**src/rtl/btn_event_arbiter.sv**
```systemverilog
// btn_event_arbiter
//   Latches one-cycle button trigger pulses as pending events and hands them,
//   one at a time, to a single consumer over a valid/ready handshake. Pending
//   events are chosen round-robin, starting from the slot after the last
//   accepted one. A programmable idle gap follows every accepted event. A
//   press that lands on an input whose event is still pending is merged into
//   that event and recorded on a sticky drop flag.
//
// Parameters
//   N        number of trigger inputs (2..16)
//   IDXW     event index width, 2**IDXW >= N
//   HOLDOFF  idle cycles after each accepted event (0..65535)
//
// Ports
//   clk       in   clock
//   rst       in   asynchronous active-high reset
//   trig      in   [N]    one-cycle event pulses, any number per cycle
//   ev_valid  out         event presented to the consumer
//   ev_ready  in          consumer accepts when high together with ev_valid
//   ev_idx    out  [IDXW] index of the presented event, 0 when idle
//   pending   out  [N]    registered per-input pending bits
//   drop      out         sticky: a press was merged into a pending event
//   drop_clr  in          clears drop
module btn_event_arbiter #(
  parameter int N       = 4,
  parameter int IDXW    = 2,
  parameter int HOLDOFF = 16
) (
  input  logic            clk,
  input  logic            rst,
  input  logic [N-1:0]    trig,
  output logic            ev_valid,
  input  logic            ev_ready,
  output logic [IDXW-1:0] ev_idx,
  output logic [N-1:0]    pending,
  output logic            drop,
  input  logic            drop_clr
);

  typedef enum logic [1:0] {
    S_IDLE,
    S_PRESENT,
    S_HOLD
  } state_t;

  // Counter load value: the counter runs HOLDOFF-1 down to 0, one state
  // visit per value, so the arbiter spends exactly HOLDOFF cycles in S_HOLD.
  localparam logic [15:0] HOLD_LOAD = (HOLDOFF > 0) ? 16'(HOLDOFF - 1) : 16'd0;

  state_t          r_state;
  logic [IDXW-1:0] r_ptr;
  logic [15:0]     r_cnt;
  logic [N-1:0]    r_pending;
  logic            r_drop;
  logic            r_ev_valid;
  logic [IDXW-1:0] r_ev_idx;

  logic            w_accept;
  logic [N-1:0]    w_acc_vec;
  logic [N-1:0]    w_pending_nxt;
  logic            w_dup;
  logic [IDXW-1:0] w_sel;
  logic [IDXW-1:0] w_ptr_nxt;

  // Round-robin pick: rotate the pending vector so the pointer slot lands at
  // bit 0, take the lowest set bit, then rotate the offset back.
  function automatic logic [IDXW-1:0] rr_pick(input logic [N-1:0]    pend,
                                               input logic [IDXW-1:0] ptr);
    logic [2*N-1:0] dbl;
    logic [N-1:0]   rot;
    int             off;
    dbl = {pend, pend} >> ptr;
    rot = dbl[N-1:0];
    off = 0;
    for (int k = N - 1; k >= 0; k--) begin
      if (rot[k]) off = k;
    end
    return IDXW'((int'(ptr) + off) % N);
  endfunction

  assign w_accept  = r_ev_valid & ev_ready;
  assign w_sel     = rr_pick(r_pending, r_ptr);
  assign w_ptr_nxt = IDXW'((int'(r_ev_idx) + 1) % N);

  // A trigger in the same cycle as the accept of its own slot re-arms the
  // slot as a fresh event; it is not a drop.
  always_comb begin
    w_acc_vec     = '0;
    w_pending_nxt = '0;
    w_dup         = 1'b0;
    for (int i = 0; i < N; i++) begin
      w_acc_vec[i]     = w_accept && (r_ev_idx == IDXW'(i));
      w_pending_nxt[i] = trig[i] | (r_pending[i] & ~w_acc_vec[i]);
      if (trig[i] && r_pending[i] && !w_acc_vec[i]) w_dup = 1'b1;
    end
  end

  // Pending/drop capture and the delivery FSM share one register stage.
  always_ff @(posedge clk or posedge rst) begin
    if (rst) begin
      r_state    <= S_IDLE;
      r_ptr      <= '0;
      r_cnt      <= '0;
      r_pending  <= '0;
      r_drop     <= 1'b0;
      r_ev_valid <= 1'b0;
      r_ev_idx   <= '0;
    end else begin
      r_pending <= w_pending_nxt;
      // A new merge in the same cycle as the clear keeps the flag set.
      r_drop    <= w_dup | (r_drop & ~drop_clr);
      case (r_state)
        S_IDLE: begin
          // Selection looks at registered pending only, never at trig.
          if (|r_pending) begin
            r_ev_idx   <= w_sel;
            r_ev_valid <= 1'b1;
            r_state    <= S_PRESENT;
          end
        end
        S_PRESENT: begin
          if (ev_ready) begin
            r_ev_valid <= 1'b0;
            r_ev_idx   <= '0;
            r_ptr      <= w_ptr_nxt;
            if (HOLDOFF > 0) begin
              r_cnt   <= HOLD_LOAD;
              r_state <= S_HOLD;
            end else begin
              r_state <= S_IDLE;
            end
          end
        end
        S_HOLD: begin
          if (r_cnt == 16'd0) r_state <= S_IDLE;
          else                r_cnt   <= r_cnt - 16'd1;
        end
        default: r_state <= S_IDLE;
      endcase
    end
  end

  assign ev_valid = r_ev_valid;
  assign ev_idx   = r_ev_idx;
  assign pending  = r_pending;
  assign drop     = r_drop;

endmodule
```
**config.mk**
```make
export PLATFORM = sky130hd
export DESIGN_NAME = btn_event_arbiter
export DESIGN_NICKNAME = d
export VERILOG_FILES = /design/src/rtl/btn_event_arbiter.sv
export SDC_FILE = /design/constraint.sdc
export NUM_CORES = 1
export LEC_CHECK = 0
export CAP_MARGIN = 25
export CELL_PAD_IN_SITES_DETAIL_PLACEMENT = 1
export CELL_PAD_IN_SITES_GLOBAL_PLACEMENT = 1
export CORE_UTILIZATION = 47
export DETAILED_ROUTE_END_ITERATION = 10
export PLACE_DENSITY = 0.89
export RECOVER_POWER = 50
export SETUP_SLACK_MARGIN = 0.3
export SYNTH_ARGS = -nofsm -noshare
export SYNTH_HDL_FRONTEND = slang
export SYNTH_SLANG_ARGS = --single-unit
```
**constraint.sdc**
```tcl
create_clock -name clk -period 3.1 [get_ports clk]
set_clock_uncertainty 0.1 [all_clocks]
set_input_delay 0.93 -clock clk [delete_from_list [all_inputs] [get_ports clk]]
set_output_delay 0.93 -clock clk [all_outputs]
set_load 0.01 [all_outputs]
```
## Word-level counts from Yosys, hierarchy flattened

Cells that the tools add are included.

- Bits in registers: 28
- Output and inout bits: 8
- Logic and storage cells: 83

- $add $sub $neg: 3
- Equal/unequal tests: 9
- Shift operators: 1
- Mux-type cells: 21
- Bitwise logic cells: 16
- Reduce and logical (&&, ||, !) cells: 26

Operators with widths:

| cell | count |
|---|---|
| 2-to-1 mux 16 bit | 2 |
| one-hot mux 16 bit (2 select lines) | 1 |
| 2-to-1 mux 2 bit | 9 |
| logical NOT 16 bit | 1 |
| subtractor 16 x 1 -> 16 bit (second input constant) | 1 |
| logical AND 1 bit | 12 |
| AND reduction 3 bit | 3 |
| != test 2 bit (second input constant) | 4 |
| >> shifter 8 x 2 -> 4 bit | 1 |
| AND 1 bit | 6 |
| == test 2 bit (second input constant) | 3 |
| 2-to-1 mux 1 bit | 6 |
| one-hot mux 2 bit (3 select lines) | 1 |
| inverter 1 bit | 5 |
| bitwise OR 1 bit | 5 |
| == test 2 x 1 -> 1 bit (second input constant) | 2 |
| logical NOT 1 bit | 4 |
| logical NOT 2 bit | 2 |
| one-hot mux 2 bit (2 select lines) | 1 |
| nonzero test 2 bit | 2 |
| OR reduction 4 bit | 1 |
| adder 2 x 1 -> 2 bit (second input constant) | 1 |
| adder 2 bit | 1 |
| one-hot mux 1 bit (2 select lines) | 1 |
| AND reduction 2 bit | 1 |

## Longest topological paths before layout

Gate-level depths: netlist (run 1).

- Depth in word-level cells: 9
- Gate-level depth with buffers: 9
- Gate-level depth less buffers: 8

## Worst setup path before layout (run 1)

No wires, ideal clock.

- Path type: reg-to-reg
- From: register r_cnt[0]
- To: register r_cnt[2]
- Setup time: 0.133 ns
- Arrival: 1.689 ns
- Data required time: 2.867 ns
- Slack: 1.178 ns
- Stages on the path, launching flop included: 8
- Path buffers: 0
- Clock period less this slack: 1.922 ns
- Cell sequence: dfrtp_1 -> inv_1 -> ha_1 -> nor4b_2 -> nor3b_4 -> a21oi_2 -> a211oi_2 -> a31oi_1

- Longest elaborated chain between the ends: 3
- Elaborated cells on any way between the ends: 6

RTL lines:

| element | line | RTL |
|---|---|---|
| start: declaration | 52 | `logic [15:0] r_cnt;` |
| start signal: assignment | 136 | `else r_cnt <= r_cnt - 16'd1;` |
| subtractor 16 x 1 -> 16 bit / logical NOT 16 bit (equally long branches) | 136, 135 |  |
| 2-to-1 mux 16 bit / != test 2 bit (equally long branches) | - |  |
| one-hot mux 16 bit (2 select lines) / AND reduction 3 bit (equally long branches) | - |  |

Several ways; a longest one is shown, not always the timed one. The select of a mux whose other input is x is not followed.
A chain may end at the register's enable or synchronous reset.

## Worst setup path in the final report (run 1)

- From: register r_pending[0] (netlist: pending[0])
- To: output port pending[0]

RTL lines:

| element | line | RTL |
|---|---|---|
| start: declaration | 53 | `logic [N-1:0] r_pending;` |
| start signal: assignment | 109 | `r_pending <= w_pending_nxt;` |
| end: declaration | 35 | `output logic [N-1:0] pending,` |

No word-level cell between the ends.

==> flow_metrics.env, run 1 <==
export IMPL_path_class="flop to primary output"
export IMPL_finalCritPeriodShare_pct=82.52
export IMPL_async_flop_share_pct=100.0
export IMPL_yosysMostFrequentCell="dfrtp_1"
export IMPL_insertion_delay_ps=330
export IMPL_synthDistinctLibCells=42
export IMPL_cp_max_fo=11
export IMPL_syn_area_per_cell_um2=9.292
export IMPL_max_slew_margin_pct=-3.662
export IMPL_cp_data_arrival_time_ps=1530
export IMPL_hpwlAfterDp_um=2892
export IMPL_htreeDepth=1
export IMPL_cts_sinks=28
export IMPL_cts_root_buf="clkbuf_4"
export IMPL_post_cts_resized=0
export IMPL_hold_viol=0
export IMPL_grt_setup_unrepaired="no"
export IMPL_clk_pin_slew_worst_paths_ps=150
export IMPL_run_status="finished, violations left"
export IMPL_netlist_instances=176
export IMPL_cts_made_buffers=3
export IMPL_final_antenna_net_count=0
export IMPL_path_delay_family="buffers and inverters"
export IMPL_hold_path_class="flop to flop"
export IMPL_synthToLayoutAreaGrowth_pct=12.70
export IMPL_violations="max-capacitance violations, max-slew violations"
export IMPL_synth_area_top_cells="dfrtp_1 43%, nor2_1 5.7%, xnor2_1 4.8%"
export IMPL_rows=21
export IMPL_netlist_area_um2=1635
export IMPL_vdd_drop_max_v=0.0004148
export IMPL_cts_tree="done"
export IMPL_path_buf_inv=1
export IMPL_tightestPinTransition_ps=1555
export IMPL_synth_nets=190
export IMPL_drtIter0Drc=42
export IMPL_fmax_ghz=0.3909
export IMPL_drt_vias_per_instance=5.634
export IMPL_cp_end_kind="primary output"
export IMPL_max_stage_delay_ps=620
export IMPL_grt_use_met3_pct=3.412
export IMPL_period_needed_ps=2558
export IMPL_synth_ff_type="dfrtp_1"
export IMPL_gp_congestion=0.8012
export IMPL_post_cts_buffers=0
export IMPL_antenna_found_initial=0
export IMPL_grt_max_degree=29
export IMPL_grt_usage_pct=23.49
export IMPL_startpoint_type="flop"
export IMPL_cts_max_path_buffers=2
export IMPL_dr_pass1_iters=4
export IMPL_ios=16
export IMPL_yosysTopAreaCell="dfrtp_1"
export IMPL_finalNetCount=205
export IMPL_yosys_top_cells_count="28 x dfrtp_1, 25 x nor2_1, 14 x nand2_1, 10 x inv_1, 10 x nand3_1"
export IMPL_drc=0
export IMPL_num_fill_cells=397
export IMPL_via_count=1324
export IMPL_p_total_mw=1.068
export IMPL_cpMaxStageDelayCell="clkdlybuf4s50_1"
export IMPL_grt_busiest_layer="met2"
export IMPL_grt_overflow=0
export IMPL_ys_seq_elements=28
export IMPL_die_area_um2=3719
export IMPL_drt_total_wl_um=3821
export IMPL_setup_violations=0
export IMPL_cp_required_ps=2070
export IMPL_slew_violations=29
export IMPL_portBuffers=15
export IMPL_ys_warn_count=0
export IMPL_dp_cells=232
export IMPL_fin_setup_tns_ps=0
export IMPL_grt_util_met2_pct=38.93
export IMPL_ys_seq_area_share_pct=42.85
export IMPL_final_cell_count_no_fill=235
export IMPL_die_height_um=60.99
export IMPL_grt_pass1_vias=1333
export IMPL_hold_buffers=0
export IMPL_start_util_pct=49.01
export IMPL_grt_use_met1_pct=31.33
export IMPL_grt_pass1_wl_um=6341
export IMPL_core_area_um2=3337
export IMPL_synth_top_area_share_pct=42.85
export IMPL_power_leakage_nw=0.7869
export IMPL_die_w_um=60.99
export IMPL_powerDensity_nw_per_um2=579.6
export IMPL_diodes=0
export IMPL_drive_gt1_share_pct=7.937
export IMPL_synth_edff_count=0
export IMPL_worstPathCellList="clkdlybuf4s50_1"
export IMPL_drv_cap=1
export IMPL_routedWlPerCell_um=16.26
-- area by class of cell --
type	count	area, um^2	area share, %
inverter	10	37.54	2.037
clock buffer	3	22.52	1.222
multi-input combinational	130	855.8	46.44
tap	46	57.56	3.123
timing repair buffer	18	168.9	9.165
sequential	28	700.7	38.02
-- worst reg2reg max path: stages (launching register included) --
cell	delay, ps
dfrtp_1	440
inv_1	80
ha_1	230
nor4b_2	390
nor3b_4	450
a21oi_2	190
a211oi_2	240
a31oi_1	70
-- report_power, final --
group,switching (mW),leakage [nW],total (mW),internal (mW)
Clock,0.107,0.0138,0.152,0.0457
Combinational,0.207,0.437,0.377,0.171
Sequential,0.113,0.336,0.539,0.425
-- per-layer routing --
metal | vias up | part of all wire (%)
met5 | - | 0
met4 | 0 | 1.6
met3 | 6 | 2.0
met2 | 19 | 48
met1 | 656 | 48
li1 | 643 | -
-- worst paths after layout --
path / startpoint / to / slack, ps / cells after the start
min in group asynchronous: rst / ev_idx[1]$_DFFE_PP0P_ / 1320 / 3
max in group asynchronous: rst / r_state[1]$_DFFE_PP0P_ / 680 / 3
min reg2reg: r_cnt[6]$_DFFE_PP0P_ / r_cnt[6]$_DFFE_PP0P_ / 430 / 1
max: pending[0]$_DFF_PP0_ / pending[0] / 540 / 1
min: r_cnt[6]$_DFFE_PP0P_ / r_cnt[6]$_DFFE_PP0P_ / 430 / 1
max reg2reg: r_cnt[0]$_DFFE_PP0P_ / r_cnt[2]$_DFFE_PP0P_ / 810 / 7
-- through the flow --
step                      instance area [um^2]  hold slack (ps)  setup WS [ps]  utilization (%)
final                                     1843            426.1          541.8            55.23
after global routing                      1843            470.9          373.8            55.23
after CTS                                 1847            428.9          547.3            55.34
after detailed placement                  1824            415.5          577.7            54.67
after global placement                    1824            388.5          633.2            54.67
after floorplan                           1635            359.1           1178                -
-- cell usage in the layout, fill, tap and decap left out, types with 2 or more instances in the layout --
cell             instances
nor2_1                  25
and3_1                   2
clkdlybuf4s50_1         14
ha_1                     6
o21ai_0                  5
xnor2_1                  9
a211oi_1                 2
o32ai_1                  2
clkbuf_4                 3
a32oi_1                  2
a21oi_1                  7
a31o_1                   2
a31oi_1                  3
nand4_1                  3
inv_1                   10
nor3_1                   7
nand2b_1                 4
nand2_1                 14
dfrtp_1                 28
a21o_1                   4
nand3_1                 10
buf_4                    2
nor4b_2                  2
xor2_1                   3
-- kinds of logic after synthesis --
family                   after synthesis  synth area share (%)
flip-flops                            28                 42.85
buffers and inverters                 18                 4.820
adder cells (fa/ha/maj)                6                 4.591
AND/OR/NAND/NOR                       79                 26.70
AO/OA/AOI/OAI                         32                 14.00
multiplexers                           1                0.6121
XOR/XNOR                              12                 6.427
-- flip-flops by register name (all words and copies together) (netlist names) --
signal / flops
ev_idx: 2
r_cnt: 16
pending: 4
drop: 1
r_ptr: 2
r_state: 2
ev_valid: 1
Power figures use the tool's default switching activity.
==> run 2: changes to the inputs <==
Settings changed: CORE_UTILIZATION 47 to 43, PLACE_DENSITY 0.89 to 0.83.
Clock period 3.1 ns to 2.5 ns, I/O delays scaled along.
==> run 2 against run 1 <==
The flow now finishes without violations; non-clock buffer count grew 9; flip-flop and latch count unchanged; first-iteration DRC count increased by 120%; clock-buffer cell count is the same; register-to-register slack lost 380 ps; final area up 7.8%; worst hold slack better by 1.4 ps; critical path depth is the same; largest cell class unchanged.
==> flow_metrics.env, run 2 (synthesis results as in run 1) <==
export IMPL_run_status="finished, final reports clean"
export IMPL_reg2reg_from="r_cnt[0]$_DFFE_PP0P_"
export IMPL_hp_start="r_cnt[6]$_DFFE_PP0P_"
export IMPL_vdd_drop_max_v=0.0002849
export IMPL_drc=0
export IMPL_slew_violations=0
export IMPL_start_util_pct=44.67
export IMPL_layout_common_cells="25 x nor2_1, 23 x dfrtp_1, 14 x nand2_1"
export IMPL_grt_pass1_wl_um=6693
export IMPL_cts_sinks=28
export IMPL_drt_vias_per_instance=5.725
export IMPL_drv_cap=0
export IMPL_cpMaxStageDelayCell="clkdlybuf4s50_1"
export IMPL_reg2reg_depth=8
export IMPL_hpwlAfterDp_um=2842
export IMPL_drive_gt1_share_pct=15.08
export IMPL_powerDensity_nw_per_um2=761.8
export IMPL_grt_overflow=0
export IMPL_cts_tree="done"
export IMPL_cts_root_buf="clkbuf_8"
export IMPL_setup_slack_ps=355.1
export IMPL_insertion_delay_ps=280
export IMPL_finalNetCount=214
export IMPL_clk_pin_slew_worst_paths_ps=90
export IMPL_final_common_cell="nor2_1"
export IMPL_max_stage_delay_ps=570
export IMPL_crit_end="ev_valid"
export IMPL_grt_pass1_vias=1441
export IMPL_cp_end_kind="primary output"
export IMPL_cp_startpoint="ev_valid$_DFFE_PP0P_"
export IMPL_largest_register="r_cnt"
export IMPL_portBuffers=15
export IMPL_die_area_um2=4054
export IMPL_r2r_end="r_cnt[5]$_DFFE_PP0P_"
export IMPL_die_w_um=63.67
export IMPL_rows=22
export IMPL_gp_congestion=0.7973
export IMPL_hold_viol=0
export IMPL_grt_max_degree=29
export IMPL_tightestPinTransition_ps=713.3
export IMPL_path_buf_inv=1
export IMPL_die_height_um=63.67
export IMPL_path_delay_family="buffers and inverters"
export IMPL_period_needed_ps=2145
export IMPL_startpoint_type="flop"
export IMPL_r2r_slack_ps=430
export IMPL_place_ws_ps=225.9
export IMPL_path_class="flop to primary output"
export IMPL_diodes=0
export IMPL_finalCritPeriodShare_pct=85.80
export IMPL_dr_pass1_iters=4
export IMPL_drt_total_wl_um=3982
export IMPL_hold_ws_ps=427.6
export IMPL_grt_usage_pct=21.09
export IMPL_via_count=1414
export IMPL_cp_num_cells=1
export IMPL_synthToLayoutAreaGrowth_pct=21.50
export IMPL_cts_max_path_buffers=2
export IMPL_largest_register_ff_count=16
export IMPL_power_leakage_nw=0.8534
export IMPL_fmax_ghz=0.4662
export IMPL_setup_violations=0
export IMPL_ios=16
export IMPL_worstPathCellList="clkdlybuf4s50_1"
export IMPL_drtIter0Drc=91
export IMPL_cp_max_fo=6
export IMPL_core_area_um2=3661
export IMPL_cp_data_arrival_time_ps=1290
export IMPL_regArea_um2=706.9
export IMPL_whs_path_depth=1
export IMPL_fin_setup_tns_ps=0
export IMPL_cp_required_ps=1650
export IMPL_grt_setup_unrepaired="yes"
export IMPL_hold_buffers=0
export IMPL_cts_made_buffers=3
export IMPL_routedWlPerCell_um=16.12
export IMPL_hold_path_class="flop to flop"
export IMPL_htreeDepth=1
export IMPL_antenna_found_initial=0
export IMPL_final_antenna_net_count=0
export IMPL_multi_input_area_um2=864.6
export IMPL_max_slew_margin_pct=52.44
export IMPL_num_fill_cells=416
==> run 2: power breakdown <==
group	internal, mW	total (mW)	switching, mW
Clock	0.215	0.357	0.142
Combinational	0.236	0.502	0.265
Sequential	0.532	0.655	0.123
==> run 2: cell type report <==
class	count	share of cell area, %
multi-input cells	130	43.51
flip-flops and latches	28	35.58
repair buffers	27	12.41
well taps	48	3.023
clock buffers	3	2.078
inverters	10	1.889
clock inverters	1	1.511
==> run 2: layer usage <==
metal | global-route usage [%] | wire length (um) | vias to the layer above
li1 | - | - | 662
met4 | 7.386 | 48 | 0
met2 | 37.63 | 2111 | 31
met3 | 2.899 | 109 | 6
met5 | 0 | 0 | -
met1 | 25.60 | 1713 | 715
==> run 2: worst min-delay path by stage <==
stage	end
final	r_cnt[6]$_DFFE_PP0P_
after global routing	r_cnt[6]$_DFFE_PP0P_
after CTS	r_cnt[6]$_DFFE_PP0P_
after detailed placement	r_cnt[6]$_DFFE_PP0P_
after global placement	r_cnt[6]$_DFFE_PP0P_
after floorplan	r_cnt[6]$_DFFE_PP0P_
==> run 2: worst reg2reg max path: stages (launching register included) <==
cell and delay, ps:
dfrtp_1 430, inv_1 80, ha_1 240, nor4b_4 290
nor3b_4 310, buf_4 180, a211oi_1 80, xnor2_1 190
nor2_1 70
==> run 2: timing repair <==
item                                   4_1_cts  5_1_grt
endpoints found under the hold margin        0        0
setup endpoints to repair                    4       12
setup buffers                                2        7
gates resized for setup                      3        3
==> run 2: per-stage QoR <==
step / power (mW) / area (um^2) / util [%] / cells
after detailed placement: 1.114 / 1827 / 49.90 / 234
after global routing: 1.616 / 1987 / 54.27 / 247
final: 1.514 / 1987 / 54.27 / 247
after CTS: 1.491 / 1917 / 52.36 / 240
after global placement: 1.081 / 1827 / 49.90 / 234
after floorplan: 0.9433 / 1635 / - / 176
